## src/rtl/lcd_multi_ctrl.sv

```systemverilog
// HD44780/KS0066 character-LCD controller: parametrised rows/columns/bus width,
// snapshots a flat text buffer per frame, auto and on-demand refresh.
module lcd_multi_ctrl #(
  parameter int MFREQ_KHZ    = 1,
  parameter int ROWS         = 2,
  parameter int COLS         = 16,
  parameter int BUS4         = 0,
  parameter int E_CYC        = 1,
  parameter int POWERUP_MS   = 40,
  parameter int INS_WAIT_MS  = 10,
  parameter int DATA_WAIT_MS = 10,
  parameter int REFRESH_MS   = 320
) (
  input  logic                     mclk,
  input  logic                     rst,
  input  logic [8*ROWS*COLS-1:0]   text,
  input  logic                     refresh_req,
  output logic [7:0]               DB,
  output logic                     RS,
  output logic                     E,
  output logic                     RW,
  output logic                     busy,
  output logic                     frame_done,
  output logic [2:0]               o_dbg_state
);

  localparam logic [31:0] PU_CYC   = 32'(POWERUP_MS * MFREQ_KHZ);
  localparam logic [31:0] INS_CYC  = 32'(INS_WAIT_MS * MFREQ_KHZ);
  localparam logic [31:0] DATA_CYC = 32'(DATA_WAIT_MS * MFREQ_KHZ);
  localparam logic [31:0] REF_CYC  = 32'(REFRESH_MS * MFREQ_KHZ);
  localparam int          INIT_N   = (BUS4 != 0) ? 8 : 4;
  localparam int          PH_W     = $clog2(E_CYC + 1);
  localparam logic [7:0]  FSET     = (BUS4 != 0) ? ((ROWS >= 2) ? 8'h28 : 8'h20)
                                                 : ((ROWS >= 2) ? 8'h38 : 8'h30);

  typedef enum logic [2:0] {
    S_POWERUP, S_INIT, S_IDLE, S_SNAP, S_SETADDR, S_WRCHAR, S_WAIT
  } state_t;

  state_t                  r_state, r_kind, w_next, w_kind, w_after;
  logic [31:0]             r_cnt;
  logic [PH_W-1:0]         r_ph;
  logic                    r_nib;
  logic [2:0]              r_idx;
  logic [1:0]              r_row;
  logic [5:0]              r_col;
  logic [8*ROWS*COLS-1:0]  r_frame;
  logic [7:0]              r_db;
  logic                    r_rs;
  logic                    r_pend;
  logic                    r_fd;

  logic        w_xfer, w_two, w_xfer_last, w_step_done, w_frame_end;
  logic        w_last_col, w_last_row, w_pu_done, w_idle_exp;
  logic [31:0] w_wait;
  logic [7:0]  w_byte, w_base, w_char, w_db_out;
  int          w_cidx;

  // Valid/ready does not apply here: the LCD is a timed write-only sink, so
  // every transfer is a fixed setup/E-high sequence followed by a fixed wait.
  always_comb begin
    w_xfer      = (r_state == S_INIT) || (r_state == S_SETADDR) || (r_state == S_WRCHAR);
    w_kind      = (r_state == S_WAIT) ? r_kind : r_state;
    w_wait      = (w_kind == S_WRCHAR) ? DATA_CYC : INS_CYC;
    w_two       = (BUS4 != 0) && !((r_state == S_INIT) && (r_idx < 3'd4));
    w_xfer_last = w_xfer && (r_ph == PH_W'(E_CYC)) && (!w_two || r_nib);
    w_step_done = ((r_state == S_WAIT) && (r_cnt == w_wait - 32'd1)) ||
                  (w_xfer_last && (w_wait == 32'd0));
    w_last_col  = (r_col == 6'(COLS - 1));
    w_last_row  = (r_row == 2'(ROWS - 1));
    w_frame_end = w_step_done && (w_kind == S_WRCHAR) && w_last_col && w_last_row;
    w_pu_done   = ({1'b0, r_cnt} + 33'd1) >= {1'b0, PU_CYC};
    w_idle_exp  = ({1'b0, r_cnt} + 33'd1) >= {1'b0, REF_CYC};
  end

  always_comb begin
    w_base = (r_row[0] ? 8'h40 : 8'h00) + (r_row[1] ? 8'(COLS) : 8'h00);
    w_cidx = int'(r_row) * COLS + int'(r_col);
    w_char = 8'(r_frame >> (8 * w_cidx));
    w_byte = 8'h00;
    case (r_state)
      S_INIT: begin
        if (BUS4 != 0) begin
          case (r_idx)
            3'd0, 3'd1, 3'd2: w_byte = 8'h30;
            3'd3:             w_byte = 8'h20;
            3'd4:             w_byte = FSET;
            3'd5:             w_byte = 8'h0C;
            3'd6:             w_byte = 8'h01;
            default:          w_byte = 8'h06;
          endcase
        end else begin
          case (r_idx)
            3'd0:    w_byte = FSET;
            3'd1:    w_byte = 8'h0C;
            3'd2:    w_byte = 8'h01;
            default: w_byte = 8'h06;
          endcase
        end
      end
      S_SETADDR: w_byte = 8'h80 | w_base;
      S_WRCHAR:  w_byte = w_char;
      default:   w_byte = 8'h00;
    endcase
    if (BUS4 == 0)
      w_db_out = w_byte;
    else if (w_two && r_nib)
      w_db_out = {w_byte[3:0], 4'h0};
    else
      w_db_out = {w_byte[7:4], 4'h0};
  end

  always_comb begin
    case (w_kind)
      S_INIT:    w_after = (r_idx == 3'(INIT_N - 1)) ? S_SNAP : S_INIT;
      S_SETADDR: w_after = S_WRCHAR;
      S_WRCHAR:  w_after = w_last_col ? (w_last_row ? S_IDLE : S_SETADDR) : S_WRCHAR;
      default:   w_after = S_IDLE;
    endcase
    w_next = r_state;
    case (r_state)
      S_POWERUP: if (w_pu_done) w_next = S_INIT;
      S_IDLE:    if (refresh_req || r_pend || w_idle_exp) w_next = S_SNAP;
      S_SNAP:    w_next = S_SETADDR;
      S_INIT, S_SETADDR, S_WRCHAR, S_WAIT: begin
        if (w_xfer_last && (w_wait != 32'd0)) w_next = S_WAIT;
        else if (w_step_done)                 w_next = w_after;
      end
      default:   w_next = S_POWERUP;
    endcase
  end

  always_ff @(posedge mclk) begin
    if (rst) begin
      r_state <= S_POWERUP;
      r_kind  <= S_POWERUP;
      r_cnt   <= 32'd0;
      r_ph    <= '0;
      r_nib   <= 1'b0;
      r_idx   <= 3'd0;
      r_row   <= 2'd0;
      r_col   <= 6'd0;
      r_frame <= '0;
      r_db    <= 8'h00;
      r_rs    <= 1'b0;
      r_pend  <= 1'b0;
      r_fd    <= 1'b0;
    end else begin
      r_state <= w_next;
      r_cnt   <= (w_next != r_state) ? 32'd0 : r_cnt + 32'd1;
      r_fd    <= w_frame_end;
      if (w_xfer) begin
        r_kind <= r_state;
        r_db   <= w_db_out;
        r_rs   <= (r_state == S_WRCHAR);
        if (r_ph == PH_W'(E_CYC)) begin
          r_ph  <= '0;
          r_nib <= w_xfer_last ? 1'b0 : 1'b1;
        end else begin
          r_ph  <= r_ph + 1'b1;
        end
      end
      if (w_step_done) begin
        case (w_kind)
          S_INIT:    r_idx <= (r_idx == 3'(INIT_N - 1)) ? 3'd0 : r_idx + 3'd1;
          S_SETADDR: r_col <= 6'd0;
          S_WRCHAR: begin
            if (w_last_col) begin
              r_col <= 6'd0;
              r_row <= w_last_row ? 2'd0 : r_row + 2'd1;
            end else begin
              r_col <= r_col + 6'd1;
            end
          end
          default: ;
        endcase
      end
      if (r_state == S_SNAP)
        r_frame <= text;
      // A request arriving in the SNAP cycle belongs to the next frame.
      if (r_state == S_SNAP)
        r_pend <= refresh_req;
      else if ((r_state != S_IDLE) && refresh_req)
        r_pend <= 1'b1;
    end
  end

  assign DB          = w_xfer ? w_db_out : r_db;
  assign RS          = w_xfer ? (r_state == S_WRCHAR) : r_rs;
  assign E           = w_xfer && (r_ph != '0);
  assign RW          = 1'b0;
  assign busy        = (r_state != S_IDLE);
  assign frame_done  = r_fd;
  assign o_dbg_state = r_state;

endmodule

```

## config.mk

```make
export PLATFORM = sky130hd
export DESIGN_NAME = lcd_multi_ctrl
export DESIGN_NICKNAME = d
export VERILOG_FILES = /design/src/rtl/lcd_multi_ctrl.sv
export SDC_FILE = /design/constraint.sdc
export NUM_CORES = 1
export LEC_CHECK = 0
export CAP_MARGIN = 10
export CORE_ASPECT_RATIO = 1.25
export CORE_UTILIZATION = 45
export DETAILED_ROUTE_END_ITERATION = 16
export PLACE_DENSITY = 0.72
export SYNTH_ARGS = -nofsm -noshare
export SYNTH_HDL_FRONTEND = slang
export SYNTH_SLANG_ARGS = --single-unit
```

## constraint.sdc

```tcl
create_clock -name mclk -period 3.4 [get_ports mclk]
set_input_delay 1.02 -clock mclk [delete_from_list [all_inputs] [get_ports mclk]]
set_output_delay 1.02 -clock mclk [all_outputs]
set_load 0.03 [all_outputs]
```

Word-level counts from Yosys, hierarchy flattened
Cells that the tools add are included.
- logic and storage cells: 82
- latch bits: 0
- bits in read-only memories: 0
- register bits after elaboration: 317
- memories: 0
- output and inout port bits: 16
- bits of input ports: 259
- memory bits (writable): 0
- bitwise logic cells: 0
- multiply operators: 0
- divide/modulo/power cells: 0
- shifts and indexed selects: 1
- multiplexer cells: 23
- equality and inequality tests: 17
- add/sub/neg operators: 8
- reduce and logical (&&, ||, !) cells: 19
- order comparisons: 2
- operators with widths (operator ; count):
    >> shifter 256 x 10 -> 8 bit ; 1
    adder 32 x 1 -> 33 bit, second input constant ; 1
    greater-or-equal comparator 33 x 6 -> 1 bit, second input constant ; 1
    greater-or-equal comparator 33 x 9 -> 1 bit, second input constant ; 1
    adder 32 x 1 -> 32 bit, second input constant ; 1
    equality test 32 x 4 -> 1 bit, second input constant ; 1
    two-way mux 3 bit ; 8
    case mux 8 bit (3 select lines) ; 1
    case mux 6 bit (3 select lines) ; 1
    equality test 3 bit, second input constant ; 5
    equality test 3 x 2 -> 1 bit, second input constant ; 4
    case mux 3 bit (4 select lines) ; 1
    case mux 6 bit (2 select lines) ; 1
    equality test 3 x 1 -> 1 bit, second input constant ; 3
    case mux 3 bit (3 select lines) ; 1
    two-way mux 8 bit ; 1
    adder 6 x 6 -> 7 bit ; 1
    adder 7 x 5 -> 7 bit ; 1
    two-way mux 7 bit ; 1
    adder 6 x 1 -> 6 bit, second input constant ; 1
    equality test 6 x 4 -> 1 bit, second input constant ; 1
    logical AND 1 bit ; 6
    logical NOT 3 bit ; 2
    two-way mux 6 bit ; 1
    15 further kinds ; 24

Logic depth before layout (Yosys ltp)
- depth in word-level cells: 9
- mapped depth: 11
- mapped depth without buffers: 9

Worst setup path after synthesis
Ideal clock, no wire load.
- path type: reg2out
- start: reg r_col[0]
- end: out DB[0]
- arrival: 2.681 ns
- path slack: -0.301 ns
- stages on the path, launching flop included: 10
- path buffers: 3
- required time: 2.380 ns
- path through: dfxtp_1 > clkbuf_1 > buf_2 > clkbuf_1 > mux4_2 > mux4_2 > mux2i_1 > nor2_1 > a211oi_1 > nor2_1
- longest elaborated chain between the ends: 4
- ends and longest elaborated chain (element ; RTL line ; RTL):
    start, declared ; 46 ; logic [5:0] r_col;
    start signal, assigned ; 172 ; r_col <= r_col + 6'd1;
    adder 6 x 6 -> 7 bit ; 78 ; w_cidx = int'(r_row) * COLS + int'(r_col);
    >> shifter 256 x 10 -> 8 bit ; 79 ; w_char = 8'(r_frame >> (8 * w_cidx));
    case mux 8 bit (3 select lines) ; 81 ; case (r_state)
    two-way mux 8 bit ; -- ;
    end, declared ; 18 ; output logic [7:0] DB,
Every way passes these cells.

Final worst setup path
- start: reg r_col[0]
- end: out DB[4]
The elaborated chain is that of the path after synthesis.

==> metrics.yaml <==
cts.path.max_buffers: 3
clock-sinks: 317
crit_fanout: 7
ys_seq_area_frac: 0.441
fin_ws_ns: -0.705
syn_to_final_growth_pct: 30.9
avgSynthCellArea_sq_um: 8.56
drt_iter0_drc: 1270
period_minus_slack_ns: 4.11
firstDrtPassIters: 5
gp_congestion: 0.917
ys_ff_latch: 317
maxSlewViolCount: 0
diodes: 0
stdcell_area_sq_um: 18800
grt_pass1_vias: 13000
grt_max_degree: 134
num_vias: 13300
crit_arrival_ns: 3.09
hold_path.class: "flip-flop to flip-flop"
layout-drive-gt1-share: 0.121
hold_slack_ns: 0.456
r2r_slack_ns: 0.26
insertion_delay_ns: 0.57
placed_cells: 2273
htreeDepth: 1
drc: 0
status: "finished with violations"
num_rows: 72
timing.fmax_mhz: 244
ios: 275
core_sq_um: 31200
grt_overflow: 0
routedWlPerCell_um: 19.8
vdd_drop_max_uv: 407
worstSetupStartpointType: "flip-flop"
nets: 2177
max_slew_margin: 0.277
crit_required_ns: 2.38
drtAntennaViolNets: 0
syn_area_sq_um: 14400
synth-edff-count: 0
dieWidth_um: 162
crit_type: "flip-flop to primary output"
ys_warn_count: 0
viasPerCell: 5.68
worst_pin_slew_ns: 1.08
final_common_cell: "nand2_1"
setup_violations: 8
cts_root_buffer: "clkbuf_16"
drv_cap: 0
cts_tree: "built"
clk_pin_slew_ns: 0.06
grt.total_usage: 0.280
postSynthCellCount: 1681
die_h_um: 202
initial_core_util: 0.461
dieArea_sq_um: 32700
p_leak_nw: 6.16
hpwl_um: 34300
dpl_worst_slack_ns: -0.166
layout_common_cells: "nand2_1, dfxtp_1, a21oi_1"
rsz0062_at_grt: "true"
grt_antenna_before_repair: 0
cts_buffers: 31
synthFlopType: "dfxtp_1"
syn_nets: 1949
setup.worst_path.end_class: "primary output"
holdBufCountCts: 0
synth_cell_type_count: 67
place_area_sq_um: 17600
routed_wl_um: 46300
skew_ns: 0.0121
hold_viol: 0
grt_pass1_wl_um: 71400
io_buffers: 273
violations: "negative setup slack"
final_util: 0.604
fin_cells: 2340
power-per-cell-area_nw_per_um2: 406
fill_cells: 2731
finalCritPeriodShare: 1.21
async_flop_share: 0
-- where the power goes --
part	total, mW	internal [mW]	switching [mW]
Sequential	3.72	3.71	0.00801
Clock	3.52	2.04	1.48
Combinational	0.404	0.273	0.131
Total	7.65	6.03	1.62
-- flip-flops by register name, summed over array words and instances (netlist names) --
name and count:
r_rs 1, r_col 6, r_ph 1, r_kind 3
r_pend 1, r_row 2, frame_done 1, o_dbg_state 3
r_idx 3, r_cnt 32, r_db 8, r_frame 256
-- critical path: stages, from the launching register on --
cell and delay (ns):
dfxtp_4 0.47, buf_12 0.17, mux4_2 0.51, mux4_2 0.57
mux2i_2 0.23, nor2_1 0.07, o32a_1 0.34, buf_6 0.15
-- path summary, 6_finish.rpt --
path	from	endpoint	cells after the start
worst max-delay path	r_col[0]	DB[4]	7
worst min register to register	r_frame[43]	r_frame[43]	2
worst min-delay path	r_frame[43]	r_frame[43]	2
worst max register to register	r_cnt[0]	r_cnt[8]	8
-- through the flow --
| stage | setup TNS (ns) | power (mW) |
|---|---|---|
| after detailed placement | -0.758 | 4.21 |
| after global routing | -5.82 | 7.85 |
| after CTS | -5.21 | 7.67 |
| final | -5.20 | 7.65 |
| after global placement | -0.560 | 4.21 |
| after floorplan | 0 | 3.87 |
-- metal layers --
metal  vias up  global-route usage  wire length, um  share of wire
li1       6258                   -                -              -
met1      6394               0.342            18000           0.39
met2       549               0.489            23400           0.51
met3       101              0.0328             2730          0.059
met4         0               0.130             2130          0.046
met5         -                   0                0              0
-- cell type report --
cell class / count / area, sq um / share of cell area
Timing Repair Buffer: 330 / 3380 / 0.179
Inverter: 11 / 41.3 / 0.00219
Clock inverter: 11 / 143 / 0.00757
Tap cell: 407 / 509 / 0.0270
Multi-Input combinational cell: 1218 / 7510 / 0.399
Clock buffer: 46 / 892 / 0.0474
Sequential cell: 317 / 6360 / 0.338
-- Yosys cell counts (2+ instances only) --
library cell,count,share of area
nor3_2,2,0.0014
and3_1,16,0.0070
buf_1,12,0.0031
a31oi_1,5,0.0022
and2_1,9,0.0039
nand3_1,15,0.0052
mux2i_1,12,0.0084
o2111ai_1,2,0.0012
and4_1,5,0.0030
or3_1,10,0.0043
nand2_1,545,0.14
o32a_1,3,0.0021
nand3b_1,2,0.0010
nor2_1,39,0.010
ha_1,8,0.0070
o21ai_0,18,0.0063
clkbuf_1,101,0.026
nor4_2,8,0.0070
mux4_2,80,0.13
xnor2_1,21,0.013
nor2b_1,5,0.0022
a211oi_1,9,0.0047
mux2_2,3,0.0023
nor3b_1,4,0.0021
a21boi_0,2,0.0010
nand2b_1,9,0.0039
o221ai_1,2,0.0012
a21oi_1,279,0.097
a21boi_2,2,0.0016
buf_2,17,0.0059
dfxtp_1,317,0.44
nor4_1,17,0.0074
nor3_1,32,0.011
xor2_1,10,0.0061
inv_1,10,0.0026
nand4_1,16,0.0070
buf_4,4,0.0021
-- kinds of logic after synthesis --
logic type | count (synthesis) | synth area share
and+or+nand+nor | 743 | 0.226
AOI/OAI and AO/OA | 339 | 0.128
DFF | 317 | 0.441
buffers and inverters | 146 | 0.0411
muxes | 95 | 0.136
xor gates and xnor gates | 31 | 0.0189
adders and majority gates | 9 | 0.00835
other | 1 | 0.000261
-- repair_timing --
| action | in CTS | in global routing |
|---|---|---|
| hold endpoints to repair | 0 | 0 |
| setup buffers | 7 | 2 |
| pin swaps | 4 | 1 |
| endpoints found under the setup margin | 10 | 8 |
| cloned | 1 | 1 |
| gates resized for setup | 14 | 3 |
Power figures use the tool's default switching activity.
